==> src/rtl/tcbm_drive_port.sv <==
// TCBM paddle-link responder, 1551 drive end.
// Decodes command/data pairs over DAV/ACK and bridges them to rx/tx streams.
module tcbm_drive_port #(
  parameter int TIMEOUT     = 4096,
  parameter int SYNC_STAGES = 2
) (
  input  logic       clk,
  input  logic       _reset,
  input  logic [7:0] tcbm_data_in,
  output logic [7:0] tcbm_data_out,
  output logic       tcbm_data_oe,
  input  logic       tcbm_dav,
  output logic       tcbm_ack,
  output logic [1:0] tcbm_st,
  output logic [7:0] rx_data,
  output logic       rx_is_cmd,
  output logic       rx_valid,
  input  logic       rx_ready,
  input  logic [7:0] tx_data,
  input  logic       tx_eoi,
  input  logic       tx_valid,
  output logic       tx_ready,
  output logic       err_bad_cmd
);

  localparam int TW = (TIMEOUT > 1) ? $clog2(TIMEOUT) : 1;
  localparam logic [TW-1:0] T_LAST = TW'(TIMEOUT - 1);

  typedef enum logic [2:0] {
    IDLE, CMD_ACK, DATA_WAIT, W_HOLD, R_WAIT, DATA_ACK
  } state_t;

  typedef enum logic [1:0] {
    M_NONE, M_WR, M_RD, M_CMD
  } mode_t;

  state_t  state;
  mode_t   mode;
  mode_t   dec;
  logic [TW-1:0] timer;

  logic [SYNC_STAGES-1:0]      dav_q;
  logic [SYNC_STAGES-1:0][7:0] data_q;
  logic       dav_s;
  logic [7:0] data_s;
  logic       rx_hs;
  logic       tx_hs;
  logic       t_out;

  // Idle bus reads DAV high, so the synchroniser resets to 1.
  always_ff @(posedge clk or negedge _reset) begin
    if (!_reset) begin
      dav_q  <= '1;
      data_q <= '0;
    end else begin
      dav_q[0]  <= tcbm_dav;
      data_q[0] <= tcbm_data_in;
      for (int i = 1; i < SYNC_STAGES; i++) begin
        dav_q[i]  <= dav_q[i-1];
        data_q[i] <= data_q[i-1];
      end
    end
  end

  assign dav_s  = dav_q[SYNC_STAGES-1];
  assign data_s = data_q[SYNC_STAGES-1];
  assign rx_hs  = rx_valid && rx_ready;
  assign tx_hs  = tx_valid && tx_ready;
  assign t_out  = (timer == T_LAST);

  always_comb begin
    dec = M_NONE;
    unique case (data_s)
      8'h81:   dec = M_WR;
      8'h82:   dec = M_RD;
      8'h83:   dec = M_CMD;
      default: dec = M_NONE;
    endcase
  end

  always_ff @(posedge clk or negedge _reset) begin
    if (!_reset) begin
      state         <= IDLE;
      mode          <= M_NONE;
      timer         <= '0;
      tcbm_ack      <= 1'b1;
      tcbm_st       <= 2'b00;
      tcbm_data_oe  <= 1'b0;
      tcbm_data_out <= 8'h00;
      rx_valid      <= 1'b0;
      rx_data       <= 8'h00;
      rx_is_cmd     <= 1'b0;
      tx_ready      <= 1'b0;
      err_bad_cmd   <= 1'b0;
    end else begin
      err_bad_cmd <= 1'b0;
      unique case (state)
        IDLE: begin
          if (!dav_s) begin
            mode        <= dec;
            err_bad_cmd <= (dec == M_NONE);
            tcbm_ack    <= 1'b0;
            state       <= CMD_ACK;
          end
        end
        CMD_ACK: begin
          if (dav_s) begin
            tcbm_ack <= 1'b1;
            state    <= (mode == M_NONE) ? IDLE : DATA_WAIT;
          end
        end
        DATA_WAIT: begin
          if (!dav_s) begin
            timer <= '0;
            if (mode == M_RD) begin
              tx_ready <= 1'b1;
              state    <= R_WAIT;
            end else begin
              rx_data   <= data_s;
              rx_is_cmd <= (mode == M_CMD);
              rx_valid  <= 1'b1;
              state     <= W_HOLD;
            end
          end
        end
        W_HOLD: begin
          // A handshake beats both abort and timeout on the same cycle.
          if (rx_hs) begin
            rx_valid <= 1'b0;
            if (dav_s) begin
              state <= IDLE;
            end else begin
              tcbm_st  <= 2'b00;
              tcbm_ack <= 1'b0;
              state    <= DATA_ACK;
            end
          end else if (dav_s) begin
            rx_valid <= 1'b0;
            state    <= IDLE;
          end else if (t_out) begin
            rx_valid <= 1'b0;
            tcbm_st  <= 2'b01;
            tcbm_ack <= 1'b0;
            state    <= DATA_ACK;
          end else begin
            timer <= timer + 1'b1;
          end
        end
        R_WAIT: begin
          if (tx_hs) begin
            tx_ready <= 1'b0;
            if (dav_s) begin
              state <= IDLE;
            end else begin
              tcbm_data_out <= tx_data;
              tcbm_data_oe  <= 1'b1;
              tcbm_st       <= tx_eoi ? 2'b11 : 2'b00;
              tcbm_ack      <= 1'b0;
              state         <= DATA_ACK;
            end
          end else if (dav_s) begin
            tx_ready <= 1'b0;
            state    <= IDLE;
          end else if (t_out) begin
            tx_ready      <= 1'b0;
            tcbm_data_out <= 8'h00;
            tcbm_data_oe  <= 1'b1;
            tcbm_st       <= 2'b01;
            tcbm_ack      <= 1'b0;
            state         <= DATA_ACK;
          end else begin
            timer <= timer + 1'b1;
          end
        end
        DATA_ACK: begin
          if (dav_s) begin
            tcbm_ack     <= 1'b1;
            tcbm_data_oe <= 1'b0;
            tcbm_st      <= 2'b00;
            state        <= IDLE;
          end
        end
        default: state <= IDLE;
      endcase
    end
  end

endmodule
==> config.mk <==
export PLATFORM = sky130hd
export DESIGN_NAME = tcbm_drive_port
export DESIGN_NICKNAME = d
export VERILOG_FILES = /design/src/rtl/tcbm_drive_port.sv
export SDC_FILE = /design/constraint.sdc
export NUM_CORES = 1
export LEC_CHECK = 0
export BUFFER_PORTS_ARGS = -buffer_cell sky130_fd_sc_hd__buf_2
export CAP_MARGIN = 0
export CORE_UTILIZATION = 55
export CTS_CLUSTER_DIAMETER = 60
export DETAILED_ROUTE_END_ITERATION = 8
export GPL_TIMING_DRIVEN = 0
export PLACE_DENSITY = 0.79
export SLEW_MARGIN = 20
export SYNTH_ARGS = -nofsm -noshare
export SYNTH_HDL_FRONTEND = slang
export SYNTH_SLANG_ARGS = --single-unit
==> constraint.sdc <==
create_clock -name clk -period 2.1 [get_ports clk]
set_input_delay 0.315 -clock clk [delete_from_list [all_inputs] [get_ports clk]]
set_output_delay 0.315 -clock clk [all_outputs]
set_load 0.01 [all_outputs]
# After elaboration in Yosys (flattened, before gate mapping)
# Cells that the tools add are included.
[word_totals] regBits=59 latchBits=0 ramBits=0 mem_bits_ro=0 input_bits=22 wordCells=124 n_memories=0
[classes] n_addsub=1 multipliers=0 div_mod_pow=0 order_cmp=0 n_eq_ne=26 shifts=0 muxes=57 bitwise_logic=2 reduce_logical=23
[op_table] operator="$mux 12" count=5
[op_table] operator="$pmux 12 s3" count=1
[op_table] operator="$mux 8" count=4
[op_table] operator="$mux 3" count=10
[op_table] operator="$eq 8x8->1 const B" count=3
[op_table] operator="$reduce_and 4->1" count=6
[op_table] operator="$mux 1" count=21
[op_table] operator="$mux 2" count=9
[op_table] operator="$ne 2x2->1 const B" count=9
[op_table] operator="$pmux 3 s6" count=1
[op_table] operator="$add 12x1->12 const B" count=1
[op_table] operator="$eq 12x12->1 const B" count=1
[op_table] operator="$pmux 2 s3" count=2
[op_table] operator="$ne 3x3->1 const B" count=3
[op_table] operator="$ne 4x4->1 const B" count=2
[op_table] operator="$reduce_bool 2->1" count=4
[op_table] operator="$eq 3x2->1 const B" count=2
[op_table] operator="$eq 3x3->1 const B" count=2
[op_table] operator="$pmux 1 s2" count=3
[op_table] operator="$reduce_and 3->1" count=2
[op_table] operator="$reduce_bool 3->1" count=2
[op_table] operator="$eq 2x2->1 const B" count=2
[op_table] operator="$logic_not 2->1" count=2
[op_table] operator="$pmux 1 s4" count=1
[op_table] operator="8 further kinds" count=11

# Depth between registers and ports, before layout
# Gate-level depths: netlist of run 1.
[depth] depth_word=5 depth_mapped=8

# Worst setup path after synthesis of run 1
# Ideal clock, no wire load.
[synth_path] path_type="reg-to-reg" from="reg timer[0]" to="reg tcbm_data_out[0]" setup_ps=121 arrival_time_ps=1684 setup_slack_ps=295 path_stages_with_launch=8 n_path_buf=1 synth_period_minus_slack_ps=1805 path_cell_list="dfrtp_1 > ha_1 > nand3_1 > nor4_4 > a21oi_2 > or3_1 > buf_6 > a22o_1"
[synth_via] elab_chain_len=3
[synth_rtl] item="from (decl)" line_no="40" rtl="logic [TW-1:0] timer;"
[synth_rtl] item="from (signal assigned)" line_no="146" rtl="timer <= timer + 1'b1;"
[synth_rtl] item="from (signal assigned)" line_no="172" rtl="timer <= timer + 1'b1;"
[synth_rtl] item="$eq 12x12->1" line_no="69" rtl="assign t_out = (timer == T_LAST);"
[synth_rtl] item="$reduce_bool 2->1 (no source line)"
[synth_rtl] item="$reduce_and 3->1 (no source line)"
[synth_rtl] item="to (signal assigned)" line_no="155" rtl="tcbm_data_out <= tx_data;"
[synth_rtl] item="to (decl)" line_no="10" rtl="output logic [7:0] tcbm_data_out,"
# No other way between the ends.
# A chain may end at the register's enable or synchronous reset.

# Worst setup path in the final report of run 1
# Ends and elaborated chain as after synthesis.

==> summary.md, run 1 <==
| Metric | Value |
|---|---|
| Io pins | `46` |
| DR WL/cell | `15.4 um` |
| Vias in the first global route | `1957` |
| Sequential share of power | `0.441` |
| Endpoints failing setup | `0` |
| Post-synth EDFFs | `0` |
| Post-synth top cells | `56 x dfrtp_1, 25 x nand2_1, 24 x a21oi_1` |
| Largest net degree at the start of global routing | `60` |
| Clock share of power | `0.355` |
| First-pass GRT wire length | `8.91 mm` |
| Syn Nets | `260` |
| Fmax | `0.496 GHz` |
| Worst Setup End Kind | `flop` |
| Element type at the critical path start | `flop` |
| Die width | `71.0 um` |
| Drt first pass iters | `6` |
| Slew HR | `0.528` |
| Site row count | `24` |
| Pleak | `0.00146 uW` |
| Critical Path Fanout Max | `8` |
| Sequential-to-total area share from yosys stat | `0.565` |
| Total routed wirelength | `5.39 mm` |
| Data arrival time of the worst path | `2.24 ns` |
| Clock Latency Late Sink | `0.35 ns` |
| Drt drc | `0` |
| HPWL after DPL | `3.60 mm` |
| Avg Cell Area, Syn | `11.0 um^2` |
| Routed vias | `2055` |
| CTS Sinks | `59` |
| Setup TNS | `0 ns` |
| Worst vdd ir | `0.805 mV` |
| Total GRT Usage | `0.239` |
| Synth top area cells | `dfrtp_1 54%, a21oi_1 4.6%, mux2_2 3.9%, nand2_1 3.6%, dfstp_2 3.0%` |
| Synthesized area | `2620 um^2` |
| Fin. Hold Viols | `0` |
| Req. time, crit path | `2.33 ns` |
| Pwr dens | `1050 nW/um^2` |
| Crit path time final | `2.02 ns` |
| Sw Ratio | `0.281` |
| I/O Buffers | `45` |
| Cell with the most instances after synthesis | `dfrtp_1` |
| Share of layout cells above drive strength 1 | `0.309` |
| CTS tree | `yes` |
| Slew @ Worst Pin | `0.708 ns` |
| Max Cap Viol | `0` |
| Via/cell ratio | `5.87` |
| Hold-fix buffers, CTS | `0` |
| R2r setup slk | `0.08 ns` |
| Starting Density | `0.585` |
| Area delta synth->final | `20.1%` |
| Design Area, Final | `3140 um^2` |
| Comb power frac | `0.204` |
| Tcrit/Tclk final | `0.960` |
| RSZ-0062 raised after global routing | `false` |
| Placed Instances | `334` |
| Hold Crit Class | `in -> async` |
| Max H-tree Level | `3` |
| DR iter-0 viols | `173` |
| Final net count | `316` |
| Final core utilization | `0.702` |
| Clock Tree Root | `clkbuf_8` |
| Largest area contributor in the netlist | `dfrtp_1` |
| Distinct cells, synth | `50` |
| Sw power | `929 uW` |
| Asr flop ratio synth | `1.00` |
| CTS buffer count | `9` |
| Post-CTS setup buffer count | `0` |
| FF-to-FF path depth | `7` |
| Routed Antenna Nets | `0` |
| Clock slew at reported path FFs | `0.06 ns` |
| Max-slew violation count | `0` |
| Yosys reg bits | `59` |
| Final GP Congestion | `0.840` |
| R2R Path Start | `timer[0]` |
| Fin cells | `350` |
| Power Internal | `2370 uW` |
| Synth warn | `0` |
| Clock Skews | `0.00719 ns` |
| Overflow left after global routing | `0` |
| Reg-to-Reg End | `tcbm_data_out[0]` |
| Worst Path Class, Setup | `reg -> reg` |
| Clock Path Buffers | `2` |
| Dpl cell area | `2910 um^2` |
| Synth Flop Type | `dfrtp_1` |
| Area share of the largest cell type after synthesis | `0.535` |
| Initial antenna violation count | `0` |
| Die Ht | `71.0 um` |
| Full die area | `5040 um^2` |
| Core Region | `4470 um^2` |
| Syn Inst Count | `237` |
| Diodes inserted | `0` |
| Status | `finished, final reports clean` |
[power by group through the flow]
stage	registers (uW)	logic [uW]	clock network (uW)
2_1_floorplan	1530	329	0
3_3_place_gp	1460	648	0
3_5_place_dp	1470	670	0
4_1_cts	1450	677	1190
5_1_grt	1480	745	1230
6_report	1450	674	1170
[timing repair]
item	CTS	global route
hold endpoints to repair	0	0
endpoints found under the setup margin	0	10
resized for setup	0	1
[sequential cells by signal, indices dropped and copies added (netlist names), 2 cells and up]
name,count
rx_data,8
data_q,8
data_s,8
dav_q,2
tcbm_st,2
timer,12
mode,2
state,3
tcbm_data_out,8
[metal layers]
layer  up-vias  track usage  routed length, um
met5         -            0                  0
met4         0        0.136                105
met3        13       0.0912                309
met2        69        0.339               2460
met1       990        0.316               2520
li1        983            -                  -
[stage by stage]
step                total power [uW]  hold slack, ns  worst slack, ns
floorplan                       1850          0.0194            0.295
global placement                2110           0.331           0.0830
detailed placement              2140           0.336           0.0612
CTS                             3320          0.0484           0.0409
global route                    3460          0.0474           0.0172
finish                          3300          0.0175           0.0841
[worst max-delay path by stage]
| stage | from | end | slack, ns | depth (start not counted) |
|---|---|---|---|---|
| after floorplan | timer[0] | tcbm_data_out[0] | 0.29 | 7 |
| after global placement | timer[0] | tcbm_data_out[3] | 0.08 | 7 |
| after detailed placement | timer[0] | tcbm_data_out[3] | 0.06 | 7 |
| after CTS | timer[0] | tcbm_data_out[0] | 0.04 | 7 |
| after global routing | timer[0] | tcbm_data_out[3] | 0.02 | 7 |
| final | timer[0] | tcbm_data_out[0] | 0.08 | 7 |
[cells by family (layout without fill, tap and decap cells)]
| group | after synthesis | after routing | share of synthesized area |
|---|---|---|---|
| fa+ha+maj | 1 | 1 | 0.00478 |
| buf+inv | 17 | 78 | 0.0387 |
| flops | 59 | 59 | 0.565 |
| mux | 10 | 10 | 0.0425 |
| compound gates | 69 | 69 | 0.168 |
| simple gates | 81 | 81 | 0.181 |
[cell type report]
class                   instances  area, um^2
flip-flops and latches         59        1480
fillers                       331        1330
multi-input cells             161        1040
repair buffers                 45         228
clock buffers                  12         155
plain buffers                  11        78.8
clock inverters                 4        72.6
well taps                      52        65.1
inverters                       6        22.5
[critical path: stages (launching register included)]
cell	delay, ns
dfrtp_1	0.39
ha_1	0.22
nand3_1	0.17
nor4_4	0.38
a21oi_2	0.06
or3_1	0.34
buf_6	0.15
a22o_1	0.18
[cells in the final DEF, fill, tap and decap left out, drive strengths merged, types with 3 or more instances in the layout]
cell type / count
inv: 5
dfstp: 3
nor2: 13
o31ai: 7
nor4: 4
nor3: 3
clkbuf: 16
nand2: 25
nand4: 7
o21ai: 14
or4: 7
a22oi: 3
mux2: 9
nand3: 6
a21oi: 25
dfrtp: 56
and3: 4
buf: 52
a22o: 8
No activity file was read; power rests on OpenSTA's default activity.
==> run 2, diff against run 1 <==
--- a/config.mk
+++ b/config.mk
@@ -7,6 +7,7 @@
 export LEC_CHECK = 0
 export BUFFER_PORTS_ARGS = -buffer_cell sky130_fd_sc_hd__buf_2
 export CAP_MARGIN = 0
+export CORE_MARGIN = 10
 export CORE_UTILIZATION = 55
 export CTS_CLUSTER_DIAMETER = 60
 export DETAILED_ROUTE_END_ITERATION = 8
==> summary.md, run 2 (synthesized netlist as in run 1, its figures left out) <==
| Metric | Value |
|---|---|
| Post-CTS sizing | `0 (unchanged)` |
| Element type at the critical path start | `flop` |
| Final GP Congestion | `0.832 (-0.95%)` |
| Hold Crit Class | `in -> async` |
| Largest net degree at the start of global routing | `60 (unchanged)` |
| Site row count | `25 (+4.2%)` |
| Full die area | `7920 um^2 (+57%)` |
| Clock slew at reported path FFs | `0.07 ns (about the same)` |
| Max H-tree Level | `3 (unchanged)` |
| Crit-path cells | `ha_1 -> nand3_1 -> nor4_4 -> a21oi_2 -> or3_1 -> buf_6 -> a22o_1` |
| Critical-path top delay cell | `dfrtp_1` |
| Diodes inserted | `0 (unchanged)` |
| Slew HR | `0.520 (-0.00807)` |
| Max Cap Viol | `0 (unchanged)` |
| Most flops, register | `timer` |
| DR WL/cell | `16.0 um (+4.0%)` |
| RSZ-0062 raised after global routing | `false` |
| Clock Skews | `0.00704 ns (-0.000157 ns)` |
| Vias in the first global route | `2006 (+2.5%)` |
| Fmax | `0.508 GHz (+2.5%)` |
| Routed Antenna Nets | `0 (unchanged)` |
| Commonest non-fill, non-tap cells in the layout | `56 x dfrtp_1, 45 x buf_2, 25 x nand2_1, 24 x a21oi_1, 14 x o21ai_0` |
| Initial antenna violation count | `0 (unchanged)` |
| Starting Density | `0.562 (-0.0234)` |
| Drt first pass iters | `4 (-2)` |
| Biggest cell delay along the critical path | `0.38 ns (about the same)` |
| I/O Buffers | `45 (unchanged)` |
| Tcrit/Tclk final | `0.937 (-0.0230)` |
| Pwr dens | `1040 nW/um^2 (-0.64%)` |
| Critical Path Stages | `7 (unchanged)` |
| CTS buffer count | `9 (unchanged)` |
| Overflow left after global routing | `0 (unchanged)` |
| Clock Tree Root | `clkbuf_8` |
| Total GRT Usage | `0.154 (-0.0854)` |
| Hold-fix buffers, CTS | `0 (unchanged)` |
| Data arrival time of the worst path | `2.19 ns (-0.05 ns)` |
| Worst Path Class, Setup | `reg -> reg` |
| Final net count | `316 (unchanged)` |
| Commonest non-fill, non-tap cell in the layout | `dfrtp_1` |
| Die Ht | `89.0 um (+25%)` |
| Drt drc | `0 (unchanged)` |
| Routed vias | `2029 (-1.3%)` |
| Core Region | `4660 um^2 (+4.2%)` |
| Clock Path Buffers | `2 (unchanged)` |
| Max-slew violation count | `0 (unchanged)` |
| Endpoints failing setup | `0 (unchanged)` |
| Io pins | `46 (unchanged)` |
| Area delta synth->final | `20.2% (about the same)` |
| Total routed wirelength | `5.64 mm (+4.6%)` |
| Share of layout cells above drive strength 1 | `0.309 (unchanged)` |
| CTS Sinks | `59 (unchanged)` |
| Critical path buffers and inverters | `1 (unchanged)` |
| Status | `finished, final reports clean` |
| CTS tree | `yes` |
| FF-to-FF path depth | `7 (unchanged)` |
| CP delay by family, top | `simple AND/OR/NAND/NOR gates` |
| Worst vdd ir | `0.905 mV (+12%)` |
| Worst Setup End Kind | `flop` |
| Post-CTS setup buffer count | `0 (unchanged)` |
| Power, Total | `3280 uW (-0.56%)` |
| HPWL after DPL | `3.91 mm (+8.5%)` |
| Req. time, crit path | `2.32 ns (about the same)` |
| Via/cell ratio | `5.76 (-1.8%)` |
| Fin. Hold Viols | `0 (unchanged)` |
| Critical Path Fanout Max | `8 (unchanged)` |
| Die width | `89.0 um (+25%)` |
| Clock Latency Late Sink | `0.33 ns (-0.02 ns)` |
| DR iter-0 viols | `189 (+9.2%)` |
| Slew @ Worst Pin | `0.720 ns (+0.0121 ns)` |
| Max reg flops | `12 (unchanged)` |
| R2r setup slk | `0.13 ns (+0.05 ns)` |
| Pleak | `0.00146 uW (unchanged)` |
| First-pass GRT wire length | `9.48 mm (+6.3%)` |
| Setup TNS | `0 ns (unchanged)` |
| Crit path time final | `1.97 ns (-0.0483 ns)` |
==> run 2: final timing paths <==
kind	startpoint	end
min reg2reg	data_q[2]	data_s[2]
min	_reset	timer[10]
max reg2reg	timer[0]	tcbm_data_out[5]
max	timer[0]	tcbm_data_out[5]
max in group asynchronous	_reset	timer[2]
min in group clk	tcbm_dav	dav_q[0]
==> run 2: stage by stage <==
| step | std cells | utilization | setup slack (ns) | cell area, um^2 | hold slack, ns |
|---|---|---|---|---|---|
| 3_5_place_dp | 336 | 0.625 | 0.0974 | 2910 | 0.335 |
| 3_3_place_gp | 336 | 0.624 | 0.102 | 2910 | 0.331 |
| 5_1_grt | 352 | 0.675 | 0.00746 | 3150 | 0.0749 |
| 6_report | 352 | 0.675 | 0.132 | 3150 | 0.0256 |
| 2_1_floorplan | 237 | - | 0.295 | 2620 | 0.0194 |
| 4_1_cts | 352 | 0.674 | 0.0729 | 3140 | 0.0592 |
==> run 2: routing by layer <==
layer,part of all wire,vias up,GRT usage
li1,-,994,-
met1,0.44,966,0.199
met2,0.47,59,0.231
met3,0.066,10,0.0492
met4,0.017,0,0.0650
met5,0,-,0
==> run 2: power breakdown <==
group | total (uW) | switching, uW | internal (uW)
clock | 1160 | 430 | 731
sequential | 1440 | 112 | 1330
combinational | 678 | 369 | 309
total | 3280 | 910 | 2370
==> run 2: layout make-up <==
type / instances / area [um^2]
Buffer: 11 / 78.8
Sequential cell: 59 / 1480
Multi-Input combinational cell: 161 / 1040
Tap cell: 54 / 67.6
Timing Repair Buffer: 45 / 228
Clock inverter: 4 / 72.6
Inverter: 6 / 22.5
Fill cell: 345 / 1520
Clock buffer: 12 / 155
==> run 3, diff against run 2 <==
--- a/config.mk
+++ b/config.mk
@@ -8,11 +8,11 @@
 export BUFFER_PORTS_ARGS = -buffer_cell sky130_fd_sc_hd__buf_2
 export CAP_MARGIN = 0
 export CORE_MARGIN = 10
-export CORE_UTILIZATION = 55
+export CORE_UTILIZATION = 59
 export CTS_CLUSTER_DIAMETER = 60
 export DETAILED_ROUTE_END_ITERATION = 8
 export GPL_TIMING_DRIVEN = 0
-export PLACE_DENSITY = 0.79
+export PLACE_DENSITY = 0.84
 export SLEW_MARGIN = 20
 export SYNTH_ARGS = -nofsm -noshare
 export SYNTH_HDL_FRONTEND = slang
==> constraint.sdc (replaced) <==
create_clock -name clk -period 2.5 [get_ports clk]
set_input_delay 0.375 -clock clk [delete_from_list [all_inputs] [get_ports clk]]
set_output_delay 0.375 -clock clk [all_outputs]
set_load 0.01 [all_outputs]
==> summary.md, run 3 (synthesized netlist as in run 1, its figures left out) <==
| Metric | Value |
|---|---|
| Endpoints failing setup | `0 (unchanged)` |
| Element type at the critical path start | `flop` |
| Max-slew violation count | `0 (unchanged)` |
| Final net count | `316 (unchanged)` |
| Initial antenna violation count | `0 (unchanged)` |
| Hold Crit Class | `in -> async` |
| Share of layout cells above drive strength 1 | `0.305 (-0.00336)` |
| Full die area | `7500 um^2 (-5.3%)` |
| Post-CTS sizing | `0 (unchanged)` |
| Site row count | `24 (-4.0%)` |
| Status | `finished, final reports clean` |
| Critical-path top delay cell | `nor4_4` |
| Reg-to-Reg End | `tcbm_data_out[0]` |
| First-pass GRT wire length | `9.98 mm (+5.2%)` |
| CTS buffer count | `9 (unchanged)` |
| CTS Sinks | `59 (unchanged)` |
| Final setup margin | `0.426 ns (+0.293 ns)` |
| Slew @ Worst Pin | `0.719 ns (-0.00144 ns)` |
| DR WL/cell | `17.4 um (+8.8%)` |
| Drt first pass iters | `7 (+3)` |
| Req. time, crit path | `2.72 ns (+0.40 ns)` |
| Fmax | `0.482 GHz (-5.1%)` |
| R2r setup slk | `0.43 ns (+0.29 ns)` |
| Pleak | `0.00145 uW (-0.26%)` |
| Post-CTS setup buffer count | `0 (unchanged)` |
| DP Worst Slack | `0.455 ns (+0.358 ns)` |
| Clock slew at reported path FFs | `0.07 ns (about the same)` |
| Multi-input gate area | `1040 um^2 (-0.48%)` |
| Drt drc | `0 (unchanged)` |
| Via/cell ratio | `6.10 (+5.8%)` |
| Max Cap Viol | `0 (unchanged)` |
| Biggest cell delay along the critical path | `0.43 ns (+0.05 ns)` |
| Vias in the first global route | `2074 (+3.4%)` |
| Starting Density | `0.605 (+0.0437)` |
| Total routed wirelength | `6.10 mm (+8.2%)` |
| FF+latch area | `1480 um^2 (unchanged)` |
| I/O Buffers | `45 (unchanged)` |
| Worst vdd ir | `0.666 mV (-26%)` |
| Clock Tree Root | `clkbuf_8` |
| Routed Antenna Nets | `0 (unchanged)` |
| Hold-fix buffers, CTS | `0 (unchanged)` |
| Crit path time final | `2.07 ns (+0.107 ns)` |
| Worst Setup End Kind | `flop` |
| Io pins | `46 (unchanged)` |
| Area delta synth->final | `19.6%` |
| Slew HR | `0.521 (+0.000962)` |
| Max H-tree Level | `3 (unchanged)` |
| Commonest non-fill, non-tap cell in the layout | `dfrtp_1` |
| Routed vias | `2135 (+5.2%)` |
| Fin cells | `350 (-0.57%)` |
| Worst setup path start | `timer[0]` |
| Data arrival time of the worst path | `2.29 ns (+0.10 ns)` |
| DR iter-0 viols | `225 (+19%)` |
| Worst Path Class, Setup | `reg -> reg` |
| Fin. Hold Viols | `0 (unchanged)` |
| FF-to-FF path depth | `7 (unchanged)` |
| Placed Instances | `334 (-0.60%)` |
| Total GRT Usage | `0.166 (+0.0128)` |
| Crit-path cells | `ha_1 -> nand3_1 -> nor4_4 -> a21oi_2 -> or3_1 -> buf_6 -> a22o_1` |
| Die Ht | `86.6 um (-2.7%)` |
| Pwr dens | `880 nW/um^2 (-16%)` |
| Max reg flops | `12 (unchanged)` |
| Commonest non-fill, non-tap cells in the layout | `56 x dfrtp_1, 45 x buf_2, 25 x nand2_1, 24 x a21oi_1, 14 x o21ai_0` |
| Largest net degree at the start of global routing | `60 (unchanged)` |
| HPWL after DPL | `4.10 mm (+4.9%)` |
| Critical Path Fanout Max | `8 (unchanged)` |
| Die width | `86.6 um (-2.7%)` |
| Diodes inserted | `0 (unchanged)` |
| Clock Skews | `0.0104 ns (+0.00337 ns)` |
| Clock Path Buffers | `2 (unchanged)` |
| Fillers | `319 (-7.5%)` |
| Overflow left after global routing | `0 (unchanged)` |
| Final GP Congestion | `0.906 (+8.8%)` |
| CTS tree | `yes` |
| Capture point of the critical path | `tcbm_data_out[0]` |
| Clock Latency Late Sink | `0.34 ns (about the same)` |
| R2R Path Start | `timer[0]` |
| Setup TNS | `0 ns (unchanged)` |
| Tcrit/Tclk final | `0.830 (-0.107)` |
| Most flops, register | `timer` |
| Core Region | `4320 um^2 (-7.2%)` |
| RSZ-0062 raised after global routing | `false` |
[run 3: changes by cell type in the layout (fill, tap and decap cells not counted), sizes merged]
cell and change:
clkbuf -1, clkinv +1
[run 3: per-stage QoR]
step	cell area, um^2	total power (uW)	util	hold WS [ns]
detailed placement	2910	1810	0.673	0.336
CTS	3130	2770	0.724	0.124
floorplan	2620	1560	-	0.0794
global placement	2910	1780	0.672	0.332
global route	3130	2900	0.724	0.125
finish	3130	2750	0.724	0.0856
[run 3: area by class of cell]
cell class,count,area share
plain buffers,11,0.0252
well taps,52,0.0208
clock buffers,11,0.0452
multi-input cells,161,0.331
flip-flops and latches,59,0.473
inverters,6,0.00720
clock inverters,5,0.0248
repair buffers,45,0.0728
[run 3: power by group]
| part | total [uW] | switching [uW] | internal (uW) |
|---|---|---|---|
| registers | 1210 | 96.7 | 1120 |
| logic | 576 | 317 | 259 |
| clock network | 963 | 378 | 585 |
| total | 2750 | 792 | 1960 |
[run 3: routing by layer]
metal	vias to the layer above	GRT usage	routed length, um
li1	984	-	-
met1	1051	0.199	2520
met2	90	0.264	3050
met3	10	0.0638	434
met4	0	0.0648	104
met5	-	0	0
[run 3: critical path: cells and delay by family, from the launching register on]
kind            cells  cell delay (ns)
buf+inv             1             0.15
compound gates      2             0.26
flops               1             0.38
fa+ha+maj           1             0.22
simple gates        3             0.95
[run 3: worst min path at each step]
stage,start,endpoint,slack [ns],depth (start not counted)
final,_reset,timer[11],0.09,1
after global routing,tcbm_data_in[2],data_q[2],0.12,1
after CTS,_reset,rx_data[5],0.12,1
after detailed placement,data_q[6],data_s[6],0.34,0
after global placement,data_q[0],data_s[0],0.33,0
after floorplan,_reset,data_q[0],0.08,0
